<file path="src/rtl/mem_instr_sequencer.sv">
// rtl/mem_instr_sequencer.sv - instruction ROM sequencer issuing read, shift and WFI commands
module mem_instr_sequencer #(
    parameter int DATA_WIDTH = 56,
    parameter int ADDR_WIDTH = 6,
    parameter int NUM_LANES  = 16,
    parameter int ITER_WIDTH = 16
) (
    input  logic                   CLK,
    input  logic                   RESET,
    input  logic                   START,
    input  logic [ITER_WIDTH-1:0]  NUM_ITER,
    output logic [ADDR_WIDTH-1:0]  ROM_ADDRESS,
    output logic                   ROM_ENABLE,
    input  logic [DATA_WIDTH-1:0]  ROM_DATA,
    output logic                   RD_VALID,
    input  logic                   RD_READY,
    output logic                   SH_VALID,
    input  logic                   SH_READY,
    output logic [3:0]             SH_AMOUNT,
    output logic [3*NUM_LANES-1:0] SH_LANES,
    input  logic                   GO,
    output logic                   WFI_WAIT,
    output logic [ITER_WIDTH-1:0]  ITER_COUNT,
    output logic                   BUSY,
    output logic                   DONE,
    output logic                   ERR
);

    localparam int LANE_W = 3 * NUM_LANES;

    typedef enum logic [2:0] {
        S_IDLE  = 3'd0,
        S_FETCH = 3'd1,
        S_LATCH = 3'd2,
        S_ISSUE = 3'd3,
        S_WFI   = 3'd4,
        S_DONE  = 3'd5
    } state_t;

    state_t                 state_q, state_d;
    logic [ADDR_WIDTH-1:0]  pc_q, pc_d;
    logic [ITER_WIDTH-1:0]  iter_q, iter_d;
    logic [ITER_WIDTH-1:0]  num_q, num_d;
    logic                   err_q, err_d;
    logic [DATA_WIDTH-1:0]  instr_q, instr_d;
    logic [ITER_WIDTH:0]    iter_inc;

    // Opcode decode on the low byte of an instruction word
    function automatic logic is_read(input logic [7:0] b);
        return b == 8'h01;
    endfunction

    function automatic logic is_shift(input logic [7:0] b);
        return b[7:4] == 4'b0101;
    endfunction

    function automatic logic is_wfi(input logic [7:0] b);
        return b[7:4] == 4'b0110;
    endfunction

    function automatic logic is_loop(input logic [7:0] b);
        return b[7:4] == 4'b0111;
    endfunction

    // State and datapath registers; reset parks in IDLE with everything cleared
    always_ff @(posedge CLK) begin
        if (RESET) begin
            state_q <= S_IDLE;
            pc_q    <= '0;
            iter_q  <= '0;
            num_q   <= '0;
            err_q   <= 1'b0;
            instr_q <= '0;
        end else begin
            state_q <= state_d;
            pc_q    <= pc_d;
            iter_q  <= iter_d;
            num_q   <= num_d;
            err_q   <= err_d;
            instr_q <= instr_d;
        end
    end

    // Next-state and datapath updates; ROM word is decoded straight off ROM_DATA in LATCH
    always_comb begin
        state_d  = state_q;
        pc_d     = pc_q;
        iter_d   = iter_q;
        num_d    = num_q;
        err_d    = err_q;
        instr_d  = instr_q;
        iter_inc = {1'b0, iter_q} + (ITER_WIDTH + 1)'(1);
        case (state_q)
            S_IDLE, S_DONE: begin
                if (START) begin
                    state_d = S_FETCH;
                    pc_d    = '0;
                    iter_d  = '0;
                    err_d   = 1'b0;
                    // A zero iteration count still runs the program once
                    num_d   = (NUM_ITER == '0) ? ITER_WIDTH'(1) : NUM_ITER;
                end
            end
            S_FETCH: state_d = S_LATCH;
            S_LATCH: begin
                instr_d = ROM_DATA;
                if (is_read(ROM_DATA[7:0]) || is_shift(ROM_DATA[7:0])) begin
                    state_d = S_ISSUE;
                end else if (is_wfi(ROM_DATA[7:0])) begin
                    state_d = S_WFI;
                end else if (is_loop(ROM_DATA[7:0])) begin
                    iter_d = iter_inc[ITER_WIDTH-1:0];
                    if (iter_inc >= {1'b0, num_q}) begin
                        state_d = S_DONE;
                    end else begin
                        pc_d    = '0;
                        state_d = S_FETCH;
                    end
                end else begin
                    err_d   = 1'b1;
                    state_d = S_DONE;
                end
            end
            S_ISSUE: begin
                // Only the ready matching the command being offered is honoured
                if ((is_read(instr_q[7:0]) && RD_READY) ||
                    (is_shift(instr_q[7:0]) && SH_READY)) begin
                    pc_d    = pc_q + ADDR_WIDTH'(1);
                    state_d = S_FETCH;
                end
            end
            S_WFI: begin
                if (GO) begin
                    pc_d    = pc_q + ADDR_WIDTH'(1);
                    state_d = S_FETCH;
                end
            end
            default: state_d = S_IDLE;
        endcase
    end

    // Outputs decoded from registered state only, so READY/GO never reach VALID combinationally
    always_comb begin
        ROM_ADDRESS = pc_q;
        ROM_ENABLE  = (state_q == S_FETCH);
        RD_VALID    = (state_q == S_ISSUE) && is_read(instr_q[7:0]);
        SH_VALID    = (state_q == S_ISSUE) && is_shift(instr_q[7:0]);
        SH_AMOUNT   = 4'd0;
        SH_LANES    = '0;
        if (SH_VALID) begin
            SH_AMOUNT = instr_q[3:0];
            SH_LANES  = instr_q[8 +: LANE_W];
        end
        WFI_WAIT    = (state_q == S_WFI);
        ITER_COUNT  = iter_q;
        BUSY        = (state_q != S_IDLE) && (state_q != S_DONE);
        DONE        = (state_q == S_DONE);
        ERR         = err_q;
    end

endmodule

</file>
<file path="config.mk">
export PLATFORM = sky130hd
export DESIGN_NAME = mem_instr_sequencer
export DESIGN_NICKNAME = d
export VERILOG_FILES = /design/src/rtl/mem_instr_sequencer.sv
export SDC_FILE = /design/constraint.sdc
export NUM_CORES = 1
export LEC_CHECK = 0
export ABC_AREA = 1
export CORE_ASPECT_RATIO = 0.7
export CORE_MARGIN = 3
export CORE_UTILIZATION = 41
export DETAILED_ROUTE_END_ITERATION = 10
export PLACE_DENSITY = 0.73
export RECOVER_POWER = 100
export SETUP_SLACK_MARGIN = 0.15
export SYNTH_ARGS = -nofsm -noshare
export SYNTH_HDL_FRONTEND = slang
export SYNTH_SLANG_ARGS = --single-unit
</file>
<file path="constraint.sdc">
create_clock -name CLK -period 4.7 [get_ports CLK]
set_input_delay 0.47 -clock CLK [delete_from_list [all_inputs] [get_ports CLK]]
set_output_delay 0.47 -clock CLK [all_outputs]
set_load 0.01 [all_outputs]
</file>
# ---- After elaboration in Yosys (flattened, before gate mapping)
# Index checks and enable logic that the tools add are counted.
# Widths: inputs -> output; s select.
dict set report totals {
  register_bits 98
  inputBits 78
  elab_cells 76
}
dict set report op_classes {
  addsub 2
  n_lt_le_gt_ge 1
  eq_ne 20
  muxes 29
  n_reduce_logical 18
}
# op count
set op_table {}
lappend op_table {{$mux 16} 5}
lappend op_table {{$mux 48} 1}
lappend op_table {{$mux 6} 7}
lappend op_table {{$pmux 16 s2} 1}
lappend op_table {{$pmux 6 s4} 1}
lappend op_table {{$mux 3} 7}
lappend op_table {{$add 16x1->17 const B} 1}
lappend op_table {{$ge 17x16->1} 1}
lappend op_table {{$eq 4x3->1 const B} 4}
lappend op_table {{$eq 8x1->1 const B} 2}
lappend op_table {{$logic_not 16->1} 1}
lappend op_table {{$ne 2x2->1 const B} 8}
lappend op_table {{$pmux 3 s5} 1}
lappend op_table {{$reduce_and 5->1} 2}
lappend op_table {{$reduce_and 8->1} 1}
lappend op_table {{$add 6x1->6 const B} 1}
lappend op_table {{$eq 3x2->1 const B} 2}
lappend op_table {{$eq 3x3->1 const B} 2}
lappend op_table {{$logic_and 1x1->1} 5}
lappend op_table {{$mux 1} 4}
lappend op_table {{$mux 4} 1}
lappend op_table {{$reduce_bool 4->1} 1}
lappend op_table {{$eq 3x1->1 const B} 1}
lappend op_table {{$logic_not 3->1} 1}
lappend op_table {{other kinds (8)} 9}

# ---- Depth between registers and ports, before layout
dict set report depth {
  depth_word 7
  ltp_mapped 22
  mapped_depth_nobuf 21
}

# ---- Least setup slack after synthesis
# OpenSTA, ideal clock, no wires.
dict set report synth_path {
  path_type {register to register}
  from {reg iter_q[0], in the netlist ITER_COUNT[0]}
  to {reg pc_q[4], in the netlist ROM_ADDRESS[4]}
  setup_time_ps 115
  t_arrival_ps 2612
  t_required_ps 4585
  path_slack_ps 1972
  path_stages_with_launch 19
  n_path_buf 1
  synth_period_minus_slack_ps 2728
  path_cell_list {dfxtp_1 ha_1 nand2_2 nor2_4 nand2_2 nor3_4 nand4_2 xnor2_1 ha_1 inv_1 nor3_1 nand4_1 o21ai_1 nor2_1 nand2_2 nand2_2 buf_6 a21oi_1 nor2_1}
}
dict set report synth_between {
  elab_chain_len 4
}
# item line
set synth_lines {}
lappend synth_lines {{from (decl)} 42} ;# logic [ITER_WIDTH-1:0] iter_q, iter_d;
lappend synth_lines {{from (signal assigned)} 77} ;# iter_q <= iter_d;
lappend synth_lines {{$add 16x1->17} 92} ;# iter_inc = {1'b0, iter_q} + (ITER_WIDTH + 1)'(1);
lappend synth_lines {{$ge 17x16->1} 113} ;# if (iter_inc >= {1'b0, num_q}) begin
lappend synth_lines {{$ne 2x2->1 (no source line)} -}
lappend synth_lines {{$reduce_and 8->1 (no source line)} -}
lappend synth_lines {{to (signal assigned)} 76} ;# pc_q <= pc_d;
lappend synth_lines {{to (decl)} 41} ;# logic [ADDR_WIDTH-1:0] pc_q, pc_d;
# No other way between the ends.
# A chain may end at the register's enable or synchronous reset.

# ---- Worst setup path in the final report
dict set report layout_path {
  from {reg iter_q[0], in the netlist ITER_COUNT[0]}
  to {reg pc_q[5], in the netlist ROM_ADDRESS[5]}
}
# The elaborated chain is that of the path after synthesis.

==> flow_summary_export.csv <==
group,metric,value,unit
timing,slew_violations,65,
floorplan,die_height,96.7,microns
global_route,grt_max_degree,98,
synth,synth.ff_latch_count,98,
run_status,run_status,"complete, but fails checks",
cells_and_area,fin_area,6730,sq um
timing,skew,7.75,ps
setup_path,crit_path_start_kind,"flip-flop",
timing,finalWorstPathRequiredPeriod,3590,ps
synth,syn_nets,773,
route,routed-via-count,4753,
route,drt_wl_total,13.2,mm
cells_and_area,drive_gt1_frac,0.0476,
synth,ys.warnings.count,0,
route,avgRoutedWirePerCell,13.5,microns
placed_design,dp_hpwl,10.1,mm
floorplan,num_io_pins,159,
synth,synthesis.area,4820,sq um
placed_design,dp.cells,957,
timing,hold_violations,0,
floorplan,fp.coreArea,11300,sq um
setup_path,crit_chain,"ha_1 > nand2_2 > nor2_1 > nand2_2 > nor3_1 > nand4_1 > xnor2_1 > ha_1 > inv_1 > nor3_1 > nand4_1 > o21ai_0 > nor2_1 > nand2_2 > nand2_1 > nand3_1 > nand2_1 > nor2_1",
route,post_drt_via_cell_ratio,4.88,
setup_path,critPathArrivalTime,3860,ps
clock_tree,cts_resized,0,
timing,rsz0062_at_grt,"false",
cells_and_area,diodes,0,
route,drcViolationCount,0,
timing,relSlewSlack,-0.513,
setup_path,ff2ff_path_depth,18,
floorplan,die-width,136,microns
setup_path,slowest_delay,460,ps
route,first_pass_iters,5,
clock_tree,numCtsBuffers,9,
hold_path,hp-class,"reg2reg",
global_route,grt-ovfl-total,0,
synth,syn_area_per_cell,7.12,sq um
synth,yosys.area_share.simple,0.206,
power,p_sw,0.923,mW
clock_tree,cts_hold_buf,0,
placed_design,gp_congestion,0.904,
synth,ys_types,37,
clock_tree,clkSinkCount,98,
power,power.density,400,nW/um^2
run_status,failed_checks,"capacitance limit, slew limit",
route,ant_nets,0,
cells_and_area,nets,911,
floorplan,rows,32,
clock_tree,clock-root-buffer,"clkbuf_16",
power,power_frac_clock,0.270,
timing,setup_tns,0,ps
setup_path,cp_slowest_cell,"dfxtp_1",
route,drt_iter0_drc,245,
global_route,grt_pass1_wl,21.9,mm
clock_tree,clkLatencyLatePin,340,ps
floorplan,die-area,13100,sq um
cells_and_area,area_growth,39.6,%
cells_and_area,utilization,0.598,
power,ir_drop,192,uV
setup_path,crit_path_max_fanout,12,
setup_path,cp-end-kind,"flip-flop",
global_route,grt_pass1_vias,4495,
power,comb_power_share,0.322,
synth,synth_compound_area_frac,0.189,
setup_path,setup.worst_path.class,"reg2reg",
run,max_cap_violations,1,
clock_tree,cts_setup_buffers,0,
synth,yosys.area_share.xor_xnor,0.0304,
timing,max_freq,279,MHz
timing,setup_violations,0,
power,power.internal,1.77,mW
timing,worst_pin_slew,2270,ps
clock_tree,cts_tree,"yes",
synth,syn_inst,677,
cells_and_area,finalNonFillerCells,973,
synth,ys_seq_area_frac,0.407,
synth,synth_top_family_by_area,"simple AND/OR/NAND/NOR gates",
timing,fin_crit_sh,0.763,
power,p_seq_frac,0.407,
power,leakage,2.88,nW
cells_and_area,fillers,1021,
power,p_total,2.69,mW
placed_design,io_buffers,158,
power,p_sw_frac,0.343,
global_route,antenna_found_initial,1,
floorplan,start_util,0.428,
clock_tree,htree_levels,3,
setup_path,cp.required,4970,ps
global_route,track_usage,0.205,
clock_tree,clk_pin_slew,70,ps
hold_path,min_path_cells,2,
clock_tree,clock_path_buffers,2,
synth,synthAdderAreaFrac,0.0468,
synth,synth.mux.area_fraction,0,
placed_design,placed_area,6480,sq um
## area by class of cell
cell class	count	area, sq um	share of cell area
multi-input combinational	429	2240	0.333
clock inverter	6	65.1	0.00967
sequential	98	1960	0.292
inverter	114	428	0.0636
tap	153	191	0.0285
timing repair buffer	163	1610	0.240
clock buffer	10	229	0.0340
## critical path, delay by kind of cell, from the launching register on
family	cells	cell delay [ps]
simple gates	13	2080
fa+ha+maj	2	550
flops	1	460
xor+xnor	1	200
compound gates	1	180
buf+inv	1	60
## metrics by stage
stage                     hold WS, ps  setup slack, ps
after floorplan                   430             1970
after global placement            440             1850
after detailed placement          448             1730
after CTS                         460             1700
after global routing              475              687
final                             453             1110
## power groups by stage
stage	Sequential, mW	Combinational (mW)	Clock (mW)
after detailed placement	1.11	0.881	0
after global routing	1.11	0.985	0.779
after floorplan	1.10	0.635	0
final	1.10	0.867	0.727
after global placement	1.11	0.840	0
after CTS	1.10	0.882	0.745
## cell families after synthesis
kind of cell / Yosys count
flops: 98
buf+inv: 150
xor+xnor: 15
compound gates: 171
simple gates: 225
fa+ha+maj: 18
## worst paths after layout
path	start	end	slack (ps)
max reg2reg	ITER_COUNT[0]$_SDFFE_PP0P_	ROM_ADDRESS[5]$_SDFFE_PP0P_	1110
min	instr_q[18]$_SDFFE_PP0P_	instr_q[18]$_SDFFE_PP0P_	450
max	ITER_COUNT[0]$_SDFFE_PP0P_	ROM_ADDRESS[5]$_SDFFE_PP0P_	1110
min reg2reg	instr_q[18]$_SDFFE_PP0P_	instr_q[18]$_SDFFE_PP0P_	450
## placed cells by master, fill, tap and decap left out, types with 2 or more instances in the layout
master / instances
a211oi_1: 15
a21oi_1: 88
buf_4: 3
clkbuf_1: 2
clkbuf_16: 9
clkdlybuf4s50_1: 76
clkinv_1: 2
clkinv_2: 2
dfxtp_1: 98
dlygate4sd3_1: 82
ha_1: 18
inv_1: 107
inv_2: 5
nand2_1: 80
nand2_2: 3
nand3_1: 13
nand3_2: 5
nand3b_1: 2
nand4_1: 5
nor2_1: 98
nor2_2: 3
nor3_1: 7
nor4_1: 6
o21ai_0: 63
o22ai_1: 2
xnor2_1: 4
xnor2_2: 2
xor2_1: 9
## per-layer routing
| metal | vias to the layer above | wire length, microns | global-route usage |
|---|---|---|---|
| met5 | - | 7 | 0 |
| met2 | 125 | 5980 | 0.317 |
| met1 | 2167 | 6000 | 0.275 |
| li1 | 2437 | - | - |
| met4 | 2 | 268 | 0.0682 |
| met3 | 22 | 903 | 0.0587 |
## state kept, by name (all words and copies together) (netlist names)
| register | count |
|---|---|
| ERR | 1 |
| state_q | 3 |
| num_q | 16 |
| instr_q | 56 |
| ITER_COUNT | 16 |
| ROM_ADDRESS | 6 |
## synthesized netlist by cell type, drive strengths merged
cell type / instances / area, sq um
o21ai: 63 / 315
xor2: 9 / 78.8
a211oi: 15 / 113
ha: 18 / 225
nand2: 83 / 322
xnor2: 6 / 67.6
nor2: 101 / 394
clkbuf: 30 / 113
nor4: 6 / 37.5
nor4b: 1 / 8.76
o22ai: 2 / 12.5
nand3: 18 / 115
inv: 112 / 420
nor3: 8 / 56.3
nand3b: 2 / 15.0
buf: 6 / 38.8
nand4: 5 / 37.5
a31oi: 1 / 12.5
o31ai: 1 / 7.51
dfxtp: 98 / 1960
a21o: 1 / 7.51
clkinv: 2 / 7.51
or2: 1 / 6.26
a21oi: 88 / 444
Note: power is estimated with default switching activity, not from simulation.
